## src/rtl/jk_bank_sequencer.sv

```systemverilog
// Command sequencer for a bank of JK flip-flops: drives J/K to clear, set,
// toggle or count the bank, and pulses done once the bank holds the result.
module jk_bank_sequencer #(
    parameter int WIDTH = 4,
    parameter int CNT_W = 8
) (
    input  logic             clk,
    input  logic             clear_n,
    input  logic             cmd_valid,
    output logic             cmd_ready,
    input  logic [2:0]       cmd_op,
    input  logic [WIDTH-1:0] cmd_mask,
    input  logic [CNT_W-1:0] cmd_count,
    input  logic             abort,
    input  logic [WIDTH-1:0] q_fb,
    output logic [WIDTH-1:0] jk_j,
    output logic [WIDTH-1:0] jk_k,
    output logic             busy,
    output logic             done
);

    localparam logic [2:0] OP_CLEAR  = 3'd1;
    localparam logic [2:0] OP_SET    = 3'd2;
    localparam logic [2:0] OP_TOGGLE = 3'd3;
    localparam logic [2:0] OP_UP     = 3'd4;
    localparam logic [2:0] OP_DN     = 3'd5;

    typedef enum logic [1:0] {
        S_IDLE,
        S_APPLY,
        S_COUNT,
        S_DONE
    } state_t;

    state_t             state, state_d;
    logic [2:0]         op_q, op_d;
    logic [WIDTH-1:0]   mask_q, mask_d;
    logic [CNT_W-1:0]   rem_q, rem_d;
    logic [WIDTH-1:0]   up_t, dn_t, cnt_t;

    // Toggle masks of a synchronous counter built from the bank itself
    always_comb begin
        logic run_u;
        logic run_d;
        run_u = 1'b1;
        run_d = 1'b1;
        up_t  = '0;
        dn_t  = '0;
        for (int i = 0; i < WIDTH; i++) begin
            up_t[i] = run_u;
            dn_t[i] = run_d;
            run_u   = run_u & q_fb[i];
            run_d   = run_d & ~q_fb[i];
        end
    end

    assign cnt_t = (op_q == OP_DN) ? dn_t : up_t;

    always_ff @(posedge clk or negedge clear_n) begin
        if (!clear_n) begin
            state  <= S_IDLE;
            op_q   <= '0;
            mask_q <= '0;
            rem_q  <= '0;
        end else begin
            state  <= state_d;
            op_q   <= op_d;
            mask_q <= mask_d;
            rem_q  <= rem_d;
        end
    end

    always_comb begin
        state_d = state;
        op_d    = op_q;
        mask_d  = mask_q;
        rem_d   = rem_q;
        jk_j    = '0;
        jk_k    = '0;
        unique case (state)
            S_IDLE: begin
                if (cmd_valid) begin
                    op_d   = cmd_op;
                    mask_d = cmd_mask;
                    rem_d  = cmd_count;
                    if (cmd_op == OP_CLEAR || cmd_op == OP_SET ||
                        cmd_op == OP_TOGGLE) begin
                        state_d = S_APPLY;
                    end else if ((cmd_op == OP_UP || cmd_op == OP_DN) &&
                                 cmd_count != '0) begin
                        state_d = S_COUNT;
                    end else begin
                        state_d = S_DONE;
                    end
                end
            end
            S_APPLY: begin
                case (op_q)
                    OP_CLEAR:  jk_k = mask_q;
                    OP_SET:    jk_j = mask_q;
                    OP_TOGGLE: begin
                        jk_j = mask_q;
                        jk_k = mask_q;
                    end
                    default: ;
                endcase
                state_d = S_DONE;
            end
            S_COUNT: begin
                if (abort) begin
                    state_d = S_DONE;
                end else begin
                    jk_j  = cnt_t;
                    jk_k  = cnt_t;
                    rem_d = rem_q - CNT_W'(1);
                    if (rem_q == CNT_W'(1)) state_d = S_DONE;
                end
            end
            S_DONE: state_d = S_IDLE;
        endcase
    end

    assign cmd_ready = (state == S_IDLE);
    assign busy      = (state != S_IDLE);
    assign done      = (state == S_DONE);

endmodule
```

## config.mk

```make
export PLATFORM = sky130hd
export DESIGN_NAME = jk_bank_sequencer
export DESIGN_NICKNAME = d
export VERILOG_FILES = /design/src/rtl/jk_bank_sequencer.sv
export SDC_FILE = /design/constraint.sdc
export NUM_CORES = 1
export LEC_CHECK = 0
export CAP_MARGIN = 20
export CELL_PAD_IN_SITES_DETAIL_PLACEMENT = 0
export CELL_PAD_IN_SITES_GLOBAL_PLACEMENT = 1
export CORE_ASPECT_RATIO = 1.4
export CORE_MARGIN = 1.5
export CORE_UTILIZATION = 35
export CTS_CLUSTER_SIZE = 25
export DETAILED_ROUTE_END_ITERATION = 16
export GPL_TIMING_DRIVEN = 0
export HOLD_SLACK_MARGIN = 0.05
export PLACE_DENSITY_LB_ADDON = 0.1
export SYNTH_ARGS = -nofsm -noshare
export SYNTH_HDL_FRONTEND = slang
export SYNTH_SLANG_ARGS = --single-unit
```

## constraint.sdc

```tcl
create_clock -name clk -period 1.85 [get_ports clk]
set_input_delay 0.555 -clock clk [delete_from_list [all_inputs] [get_ports clk]]
set_output_delay 0.555 -clock clk [all_outputs]
set_load 0.01 [all_outputs]
```

* After elaboration in Yosys (flattened, before gate mapping)
Cells that the tools add are included.
W data, S select, Z words.
** Storage, ports and cells
- Output and inout bits :: 11
- Input bits :: 23
- Bits in registers :: 17
** Cells by class
- Reduce and logical (&&, ||, !) cells :: 13
- Add/sub/neg operators :: 1
- Equal/unequal tests :: 16
- Mux-type cells :: 15
- Bitwise gates (word level) :: 7
** Operators by type and width (count)
- $mux W4 :: 4
- $mux W8 :: 2
- $pmux W4 S2 :: 2
- $pmux W8 S2 :: 1
- $eq A3 B2 Y1 const B :: 4
- $eq A3 B3 Y1 const B :: 3
- $eq A8 B1 Y1 const B :: 1
- $mux W2 :: 4
- $pmux W2 S4 :: 1
- $reduce_bool A8 Y1 :: 1
- $sub A8 B1 Y8 const B :: 1
- $eq A3 B1 Y1 const B :: 2
- $and A1 B1 Y1 :: 4
- $eq A2 B2 Y1 const B :: 2
- $ne A2 B2 Y1 const B :: 2
- $reduce_and A2 Y1 :: 2
- $reduce_bool A2 Y1 :: 2
- $reduce_or A2 Y1 :: 2
- $logic_or A1 B1 Y1 :: 3
- $ne A3 B3 Y1 const B :: 1
- $not A1 Y1 :: 3
- $reduce_and A3 Y1 :: 1
- $eq A2 B1 Y1 const B :: 1
- $logic_not A2 Y1 :: 1
- 2 further kinds :: 2

* Longest topological paths before layout
Gate-level depths: netlist of run 1.
- Word-level depth :: 7
- Mapped depth :: 8

* Worst setup path before layout of run 1
Ideal clock, no wire load.
- Kind :: register to output
- From :: reg state[0]
- To :: out jk_j[2]
- Cell stages (with the launch flop) :: 6
- Buffers on the path :: 1
- Slack :: 10 ps
- Arrival time :: 1285 ps
- Cells stage by stage :: dfrtp_1 inv_1 ha_1 clkbuf_1 nand2_1 o21ai_0
** Between the ends
- Word-level cells in the longest chain between the ends :: 2
- Elaborated cells between the ends (all ways) :: 3
- Those cells by class :: eq/ne: 2; mux: 1
** RTL lines
- start: declaration :: RTL line 35 : state_t state, state_d;
- start signal: assignment :: RTL line 66 : state <= state_d;
- $eq A2 B2 Y1 / $eq A2 B1 Y1 (equally long branches) :: RTL line 80 : unique case (state)
- $pmux W4 S2 (*) :: RTL line 80
- end: declaration :: RTL line 16 : output logic [WIDTH-1:0] jk_j,
Mark *: on every way between the ends. The rest lies on a longest branch, timed or not.

* Worst setup path in the final report of run 1
- From :: reg op_q[1]
- To :: out jk_j[2]
** Between the ends
- Word-level cells in the longest chain between the ends :: 4
- Elaborated cells between the ends (all ways) :: 8
- Those cells by class :: eq/ne: 3; mux: 4; reduce/logical: 1
** RTL lines
- start: declaration :: RTL line 36 : logic [2:0] op_q, op_d;
- start signal: assignment :: RTL line 67 : op_q <= op_d;
- $eq A3 B3 Y1 / $eq A3 B2 Y1 (equally long branches) :: RTL line 57, 98
- $mux W4 / $reduce_or A2 Y1 (equally long branches)
- $mux W4 (on tied branches) :: RTL line 110, 98
- $pmux W4 S2 (*) :: RTL line 80
Marks and branches as above.

==> results of run 1 <==
## synth_stat cells, types with 3 or more instances
cell       count  area, um^2
dfrtp_1       17       425.4
nor2_1        11       41.29
o21ai_0        9       45.04
nand2_1        8       30.03
inv_1          7       26.28
ha_1           6       75.07
mux2_2         6       67.56
o22ai_1        5       31.28
a21oi_1        4       20.02
nand3_1        4       20.02
and3_1         3       18.77
mux2i_1        3       30.03
nand2b_1       3       18.77
nor4_1         3       18.77
o2111ai_1      3       26.28
o21a_1         3       22.52
o21ai_1        3       15.01
## final timing paths
path / from / end / slack, ps / cells past startpoint
worst max-delay path: op_q[1] / jk_j[2] / -360 / 5
worst min-delay path: mask_q[2] / mask_q[2] / 510 / 1
worst max register to register: state[1] / rem_q[5] / 100 / 8
worst min register to register: mask_q[2] / mask_q[2] / 510 / 1
max in group asynchronous: clear_n / state[0] / 530 / 1
min in group asynchronous: clear_n / rem_q[0] / 760 / 1
## layout make-up
class | instances | area share (%)
sequential | 17 | 25.49
timing repair buffer | 41 | 20.55
buffer | 2 | 0.9716
clock inverter | 1 | 0.2990
inverter | 7 | 1.570
tap | 39 | 2.915
clock buffer | 3 | 2.466
multi-input combinational | 101 | 45.74
## routing by layer
metal / global-route usage, % / vias to the layer above / wire length (um)
met5: 0 / - / 0
met3: 1.235 / 4 / 69
li1: - / 563 / -
met2: 33.89 / 22 / 1695
met4: 6.838 / 0 / 40
met1: 19.97 / 535 / 1229
## registers in the layout (all words and copies together), names as in the netlist
signal / count
op_q: 3
mask_q: 4
state: 2
rem_q: 8
## what timing repair did
item                       in CTS  in global routing
resized for setup              63                  2
cloned                          0                  0
pin swaps                       7                  8
buffers inserted                8                  1
setup endpoints to repair      11                 11
## cell families (layout without fill, tap and decap cells)
logic type,count (synthesis),in the layout
buffers and inverters,11,54
muxes,9,9
DFF,17,17
adders and majority gates,6,6
xor gates and xnor gates,1,1
and+or+nand+nor,48,48
AOI/OAI and AO/OA,37,37
## placed cells by master (no fill, tap or decap), drive strengths merged, types with 5 or more instances in the layout
cell type / netlist / routed
ha: 6 / 6
dlygate4sd2: 0 / 5
mux2: 6 / 6
nand2: 9 / 9
dfrtp: 17 / 17
inv: 7 / 7
buf: 3 / 20
o22ai: 5 / 5
clkdlybuf4s50: 0 / 17
nor2: 11 / 11
o21ai: 12 / 12
## per-stage QoR
step | util, % | setup WS (ps) | area, um^2
global route | 52.59 | -452.3 | 1674
global placement | 49.02 | -856.6 | 1560
finish | 52.59 | -358.3 | 1674
detailed placement | 49.02 | -911.7 | 1560
floorplan | - | 9.852 | 1191
CTS | 52.16 | -331.9 | 1660
## report_power, final
group	leakage (nW)	switching [W]	internal [W]
clock	0.0255	0.000130	0.000150
combinational	0.487	0.000742	0.000797
sequential	0.200	0.000203	0.000573
total	0.712	0.00107	0.00152
==> key figures, run 1 <==
Synth
  • Yosys warns: 0
  • Combinational family with the most area after synthesis: simple AND/OR/NAND/NOR gates
  • Syn_area_per_cell: 9.234 um^2
  • Synth Area in Compound Gates: 20.59%
  • Post-synth EDFFs: 0
  • Primary FF master, synth: dfrtp_1
  • XOR/XNOR Fraction of Synth Area: 0.7353%
  • Distinct cells, synth: 40
  • Post-synthesis simple-gate area fraction: 23.63%
  • Mapped Nets: 158
  • Cell area after synthesis: 0.001191 mm^2
  • Ys async rst share: 100.0%
  • Mapped Cells: 129
  • Seq cells post-synth: 17
  • Seq/Total Area, Yosys: 35.71%
  • Multiplexer area fraction after synthesis: 8.193%
  • Post-synthesis adder-cell area fraction: 6.303%

Power and ir drop
  • Peak supply drop: 1.200 mV
  • Tot Pwr: 0.002594 W
  • LEAKAGE: 0.7120 nW
  • Power Density: 1549 mW/mm^2

Drt
  • DR pass1 iterations: 3
  • Post-DRT Antenna Nets: 0
  • Via count: 1,124
  • Wire length per cell: 14.38 um
  • Post-DR vias/cell: 5.327
  • Drt drc: 0
  • Total Wirelength: 3035 um
  • Drt first-iter violations: 12

Setup path
  • CP cell instances: nand3b_1 -> and3_4 -> o211ai_1 -> o21ai_1 -> buf_2
  • Worst path required time: 1290 ps
  • CP Max Fanout: 5
  • WS Path Type: reg -> out
  • Crit. End Element: output port
  • CP top delay family: simple AND/OR/NAND/NOR gates
  • Slowest CP cell: dfrtp_1
  • Startpoint Class: flip-flop
  • Bufs and invs on worst path: 1
  • Worst endpoint data arrival time: 1650 ps
  • Delay of the slowest critical-path stage: 370 ps

Final layout
  • # diodes: 0
  • Final std cells w/o fill: 211
  • Nets: 202
  • Syn-to-layout area delta: 40.55%
  • Ratio of cells with drive above 1 in the final layout: 27.33%
  • Fillers: 322
  • FF/Latch Area: 426.7 um^2
  • Multi-input gate area: 765.7 um^2

Die
  • Initial Util: 37.42%
  • I/O pin count: 34
  • Row count: 24
  • Die X: 52.31 um
  • Core area: 0.003183 mm^2
  • Die ar.: 0.003767 mm^2
  • Die H: 72.03 um

Clock tree
  • Quantity of hold-fixing buffers added after cts: 0
  • TritonCTS clock tree: done
  • Clock Latency Late Sink: 250 ps
  • Num Clock Sinks: 17
  • Clk pin slew, worst setup/hold paths: 70 ps
  • H-tree Lvls: 1
  • Total CTS buffers: 3
  • Root Buffer: clkbuf_8
  • CTS max path bufs: 2

STA
  • Final setup violation count: 8
  • Period utilization: 119.4%
  • Final Hold Viols: 0
  • Tmin final: 2208 ps
  • Pins Over Slew Limit: 0
  • Hold_ws: 507.6 ps
  • Clock Skews: 3.872 ps
  • Tightest Pin Transition: 801.3 ps
  • Achievable frequency: 0.4528 GHz
  • Total Neg Setup Slack: -1970 ps
  • Min setup slack post-route: -358.3 ps
  • Slew HR: 46.42%
  • RSZ-0062 raised after global routing: true

GRT
  • Initial antenna violation count: 0
  • GR Util All Layers: 17.86%
  • Vias in the first global route: 1,174
  • Total congestion overflow: 0
  • Largest net degree at the start of global routing: 18
  • First-pass GRT wire length: 5133 um

Place
  • Placed cells: 200
  • Post-DP HPWL: 2306 um
  • Routability Congestion: 0.7525
  • IO Port Bufs: 32

Worst hold path
  • Worst hold path class: reg -> reg

Flow run
  • Max-Cap Viols: 0

Status
  • Status: complete, but fails checks
  • Violated checks: setup timing
Power figures use the tool's default switching activity.
==> inputs of run 2 (changes only) <==
- CORE_MARGIN: 1.5 -> 1
- PLACE_DENSITY: unset -> 0.84
- PLACE_DENSITY_LB_ADDON: 0.1 -> unset
==> key figures, run 2 (same netlist as run 1, synthesis figures left out) <==
Place
  • Setup Slack @ Placement: -887.5 ps (+24.17 ps)
  • Post-DP HPWL: 2390 um (+3.7%)
  • IO Port Bufs: 32 (unchanged)
  • Post-place instance area: 0.001560 mm^2 (unchanged)
  • Routability Congestion: 0.7732 (+2.8%)

Die
  • Initial Util: 37.42% (unchanged)
  • Die ar.: 0.003644 mm^2 (-3.3%)
  • Row count: 24 (unchanged)
  • Die H: 71.03 um (-1.4%)
  • Core area: 0.003183 mm^2 (unchanged)
  • Die X: 51.31 um (-1.9%)
  • I/O pin count: 34 (unchanged)

Drt
  • DR pass1 iterations: 4 (+1)
  • Post-DRT Antenna Nets: 0 (unchanged)
  • Drt drc: 0 (unchanged)
  • Total Wirelength: 3164 um (+4.3%)
  • Via count: 1,157 (+2.9%)
  • Drt first-iter violations: 15 (+3)
  • Wire length per cell: 14.92 um (+3.8%)
  • Post-DR vias/cell: 5.458 (+2.5%)

Setup path
  • Startpoint Class: flip-flop
  • Crit. End Element: output port
  • Worst endpoint data arrival time: 1610 ps (-40 ps)
  • Worst Reg-to-Reg Cells: 9 (+1)
  • Register-to-Register Setup Slack: 120 ps (+20 ps)
  • Reg2reg end: rem_q[5]
  • CP Max Fanout: 4 (-1)
  • WS Path Type: reg -> out
  • Worst path required time: 1290 ps (about the same)
  • FF-to-FF Start: state[0]

Flow run
  • Max-Cap Viols: 0 (unchanged)

Clock tree
  • Clock Latency Late Sink: 260 ps (about the same)
  • CTS max path bufs: 2 (unchanged)
  • Root Buffer: clkbuf_8
  • Num Clock Sinks: 17 (unchanged)
  • Total CTS buffers: 3 (unchanged)
  • TritonCTS clock tree: done
  • Clk pin slew, worst setup/hold paths: 70 ps (about the same)
  • H-tree Lvls: 1 (unchanged)

STA
  • RSZ-0062 raised after global routing: true
  • Tightest Pin Transition: 805.7 ps (+4.409 ps)
  • Achievable frequency: 0.4609 GHz (+1.8%)
  • Final Hold Viols: 0 (unchanged)
  • Clock Skews: 2.864 ps (-1.008 ps)
  • Total Neg Setup Slack: -2215 ps (-244.8 ps)
  • Slew HR: 46.12% (-0.29 points)
  • Min setup slack post-route: -319.5 ps (+38.87 ps)
  • Final setup violation count: 8 (unchanged)
  • Pins Over Slew Limit: 0 (unchanged)
  • Tmin final: 2169 ps (-38.87 ps)
  • Period utilization: 117.3% (-2.1 points)

Final layout
  • Final core utilization: 54.44% (+1.8 points)
  • Ratio of cells with drive above 1 in the final layout: 32.37% (+5.0 points)
  • Finished Cell Area: 0.001733 mm^2 (+3.5%)
  • Top reg by flops: rem_q
  • # diodes: 0 (unchanged)
  • Nets: 203 (+0.50%)
  • Syn-to-layout area delta: 45.48%
  • Most frequent cells in the layout: 17 x clkdlybuf4s50_1, 17 x dfrtp_1, 10 x nor2_1, 10 x buf_2, 8 x nand2_1
  • Top flop regs: rem_q x8, mask_q x4, op_q x3
  • Max reg flops: 8 (unchanged)

GRT
  • First-pass GRT wire length: 5140 um (+0.14%)
  • Total congestion overflow: 0 (unchanged)
  • Initial antenna violation count: 0 (unchanged)
  • Vias in the first global route: 1,169 (-0.43%)
  • Largest net degree at the start of global routing: 18 (unchanged)
  • GR Util All Layers: 18.65% (+0.79 points)

Power and ir drop
  • LEAKAGE: 0.7197 nW (+1.1%)
  • Peak supply drop: 0.9707 mV (-19%)
  • Tot Pwr: 0.002691 W (+3.7%)
  • Power Density: 1553 mW/mm^2 (+0.23%)

Worst hold path
  • Worst hold path class: reg -> reg
  • Hold Path End: mask_q[2]
  • Worst Hold Depth: 1 (unchanged)
  • Hold Crit Start: mask_q[2]

Status
  • Violated checks: setup timing
  • Status: complete, but fails checks
==> run 2: changes by cell type in the layout (fill, tap and decap cells not counted), moves of 2 or more <==
cell / change
a21boi_2: +2
a21boi_1: -2
nand3_2: +2
nand3_1: -2
==> run 2: worst max-delay path by stage <==
stage,startpoint,to,depth (start not counted)
finish,op_q[1],jk_k[3],5
detailed placement,q_fb[0],jk_k[3],5
global route,op_q[1],jk_j[3],5
global placement,q_fb[0],jk_k[3],5
CTS,op_q[1],jk_k[2],5
floorplan,state[0],jk_j[2],5
==> run 2: report_power, final <==
part	switching [W]	leakage (nW)	internal, W
sequential	0.000204	0.201	0.000571
clock	0.000132	0.0228	0.000153
combinational	0.000799	0.496	0.000831
==> run 2: per-layer routing <==
metal,share of wire [%],up-vias,GRT usage [%]
met3,4.6,3,2.366
met1,39,553,19.84
li1,-,565,-
met4,1.2,0,6.607
met2,55,36,36.11
met5,0,-,0
==> run 2: stage by stage <==
stage               hold WS [ps]  std cells
floorplan                  259.4        129
global placement           491.9        200
detailed placement         503.7        200
CTS                        523.9        210
global route               536.3        212
finish                     517.8        212
==> run 2: timing repair <==
| action | CTS | global route |
|---|---|---|
| gates resized for setup | 66 | 10 |
| buffers inserted | 7 | 2 |
| gates cloned | 0 | 0 |
| setup endpoints to repair | 11 | 15 |
| hold buffers | 0 | 0 |
| pin swaps | 7 | 8 |
==> run 2: layout make-up <==
class,count,area [um^2]
Buffer,3,27.53
Clock buffer,4,45.04
Fill cell,322,1450
Inverter,7,26.28
Multi-Input combinational cell,101,819.5
Sequential cell,17,425.4
Tap cell,39,48.80
Timing Repair Buffer,41,340.3
==> run 2: critical path: stages (launching register included) <==
cell and delay, ps:
dfrtp_1 380, nand3b_1 240, and4_1 250, o211ai_1 230
o21ai_1 100, buf_2 150
==> inputs of run 3 (changes only) <==
- PLACE_DENSITY: 0.84 -> 0.86
==> key figures, run 3 (same netlist as run 1, synthesis figures left out) <==
STA
  • Pins Over Slew Limit: 0 (unchanged)
  • Clock Skews: 1.565 ps (-1.299 ps)
  • Tmin final: 2114 ps (-55.05 ps)
  • Slew HR: 46.28% (+0.16 points)
  • Final Hold Viols: 0 (unchanged)
  • Achievable frequency: 0.4729 GHz (+2.6%)
  • Final setup violation count: 8 (unchanged)
  • RSZ-0062 raised after global routing: true
  • Period utilization: 114.3% (-3.0 points)
  • Min setup slack post-route: -264.4 ps (+55.05 ps)
  • Tightest Pin Transition: 803.3 ps (-2.370 ps)
  • Total Neg Setup Slack: -1765 ps (+449.7 ps)

GRT
  • First-pass GRT wire length: 5037 um (-2.0%)
  • Initial antenna violation count: 0 (unchanged)
  • Grt peak-use layer: met2
  • Vias in the first global route: 1,110 (-5.0%)
  • Total congestion overflow: 0 (unchanged)
  • Met2 capacity usage during global routing: 32.16% (-3.9 points)
  • GR met1 Demand/Resource: 22.37% (+2.5 points)
  • Largest net degree at the start of global routing: 18 (unchanged)
  • GR Util All Layers: 18.03% (-0.62 points)
  • Met3 GRT Util: 1.290% (-1.1 points)

Setup path
  • Register-to-Register Setup Slack: 120 ps (about the same)
  • Worst path required time: 1290 ps (about the same)
  • WS Path Type: reg -> out
  • CP Max Fanout: 4 (unchanged)
  • Reg2reg end: rem_q[5]
  • FF-to-FF Start: state[1]
  • Crit. End Element: output port
  • Worst endpoint data arrival time: 1560 ps (-50 ps)
  • Startpoint Class: flip-flop
  • Crit path launch: op_q[1]
  • Worst Reg-to-Reg Cells: 8 (-1)

Final layout
  • Top flop regs: rem_q x8, mask_q x4, op_q x3
  • Syn-to-layout area delta: 44.33%
  • Ratio of cells with drive above 1 in the final layout: 31.03% (-1.3 points)
  • Fillers: 305 (-5.3%)
  • Most frequent cells in the layout: 17 x clkdlybuf4s50_1, 17 x dfrtp_1, 10 x nor2_1, 10 x buf_2, 9 x buf_4
  • Top reg by flops: rem_q
  • Multi-input gate area: 803.3 um^2 (-2.0%)
  • Nets: 204 (+0.49%)
  • Final std cells w/o fill: 213 (+0.47%)
  • Max reg flops: 8 (unchanged)
  • FF/Latch Area: 425.4 um^2 (unchanged)
  • # diodes: 0 (unchanged)

Status
  • Violated checks: setup timing
  • Status: complete, but fails checks

Clock tree
  • Total CTS buffers: 3 (unchanged)
  • Quantity of hold-fixing buffers added after cts: 0 (unchanged)
  • Num Clock Sinks: 17 (unchanged)
  • H-tree Lvls: 1 (unchanged)
  • Clk pin slew, worst setup/hold paths: 70 ps (about the same)
  • CTS max path bufs: 2 (unchanged)
  • TritonCTS clock tree: done
  • Clock Latency Late Sink: 250 ps (about the same)
  • Root Buffer: clkbuf_8

Power and ir drop
  • Tot Pwr: 0.002660 W (-1.1%)
  • Power Density: 1548 mW/mm^2 (-0.34%)
  • LEAKAGE: 0.7231 nW (+0.47%)
  • Peak supply drop: 0.8481 mV (-13%)

Drt
  • Drt first-iter violations: 17 (+2)
  • Post-DR vias/cell: 5.385 (-1.3%)
  • Total Wirelength: 3006 um (-5.0%)
  • DR pass1 iterations: 4 (unchanged)
  • Via count: 1,147 (-0.86%)
  • Wire length per cell: 14.11 um (-5.4%)
  • Drt drc: 0 (unchanged)
  • Post-DRT Antenna Nets: 0 (unchanged)

Place
  • Post-DP HPWL: 2184 um (-8.6%)
  • Routability Congestion: 0.7719 (-0.17%)
  • Placed cells: 200 (unchanged)
  • IO Port Bufs: 32 (unchanged)

Die
  • Initial Util: 37.42% (unchanged)
  • Die H: 71.03 um (unchanged)
  • I/O pin count: 34 (unchanged)
  • Row count: 24 (unchanged)
  • Die X: 51.31 um (unchanged)
  • Die ar.: 0.003644 mm^2 (unchanged)
  • Core area: 0.003183 mm^2 (unchanged)

Worst hold path
  • Hold Crit Start: mask_q[3]
  • Worst hold path class: reg -> reg
  • Hold Path End: mask_q[3]
  • Worst Hold Depth: 1 (unchanged)

Flow run
  • Max-Cap Viols: 0 (unchanged)
[run 3: layer usage]
| metal | share of wire, % | up-vias |
|---|---|---|
| li1 | - | 567 |
| met1 | 44 | 545 |
| met2 | 52 | 30 |
| met3 | 3.0 | 5 |
| met4 | 1.3 | 0 |
| met5 | 0 | - |
[run 3: worst max-delay path by stage]
stage | endpoint | slack, ps | cells after the start
global placement | jk_j[3] | -820 | 5
CTS | jk_j[3] | -280 | 5
detailed placement | jk_j[3] | -890 | 5
floorplan | jk_j[2] | 10 | 5
global route | jk_k[2] | -370 | 6
finish | jk_j[3] | -260 | 6
[run 3: final cells by class]
class | count | share of cell area, %
Multi-Input combinational cell | 101 | 46.72
Sequential cell | 17 | 24.75
Timing Repair Buffer | 43 | 20.60
Tap cell | 39 | 2.838
Clock buffer | 4 | 2.620
Inverter | 7 | 1.528
Buffer | 2 | 0.9461
[run 3: stage by stage]
| step | setup slack (ps) | util (%) | hold WS [ps] | instance area [um^2] |
|---|---|---|---|---|
| 6_report | -264.4 | 54.01 | 509.9 | 1719 |
| 5_1_grt | -372.1 | 54.01 | 544.1 | 1719 |
| 4_1_cts | -280.3 | 53.11 | 508.3 | 1690 |
| 3_5_place_dp | -893.2 | 49.02 | 493.0 | 1560 |
| 3_3_place_gp | -816.5 | 49.02 | 490.8 | 1560 |
| 2_1_floorplan | 9.852 | - | 259.4 | 1191 |
[run 3: worst max-delay path, cell delays in order, from the launching register on]
cell and delay (ps):
dfrtp_1 380, nand3b_1 220, buf_4 190, nor4_4 130, o211ai_1 130, o21ai_1 100, buf_2 150
[run 3: repair_timing]
action	in CTS	in global routing
setup buffers	9	2
gates resized for setup	68	6
pin swaps	13	6
hold endpoints to repair	0	0
gates cloned	0	0
endpoints found under the setup margin	11	11
[run 3: report_power, final]
part,internal [W],switching [W]
clock network,0.000153,0.000129
registers,0.000570,0.000208
logic,0.000816,0.000784
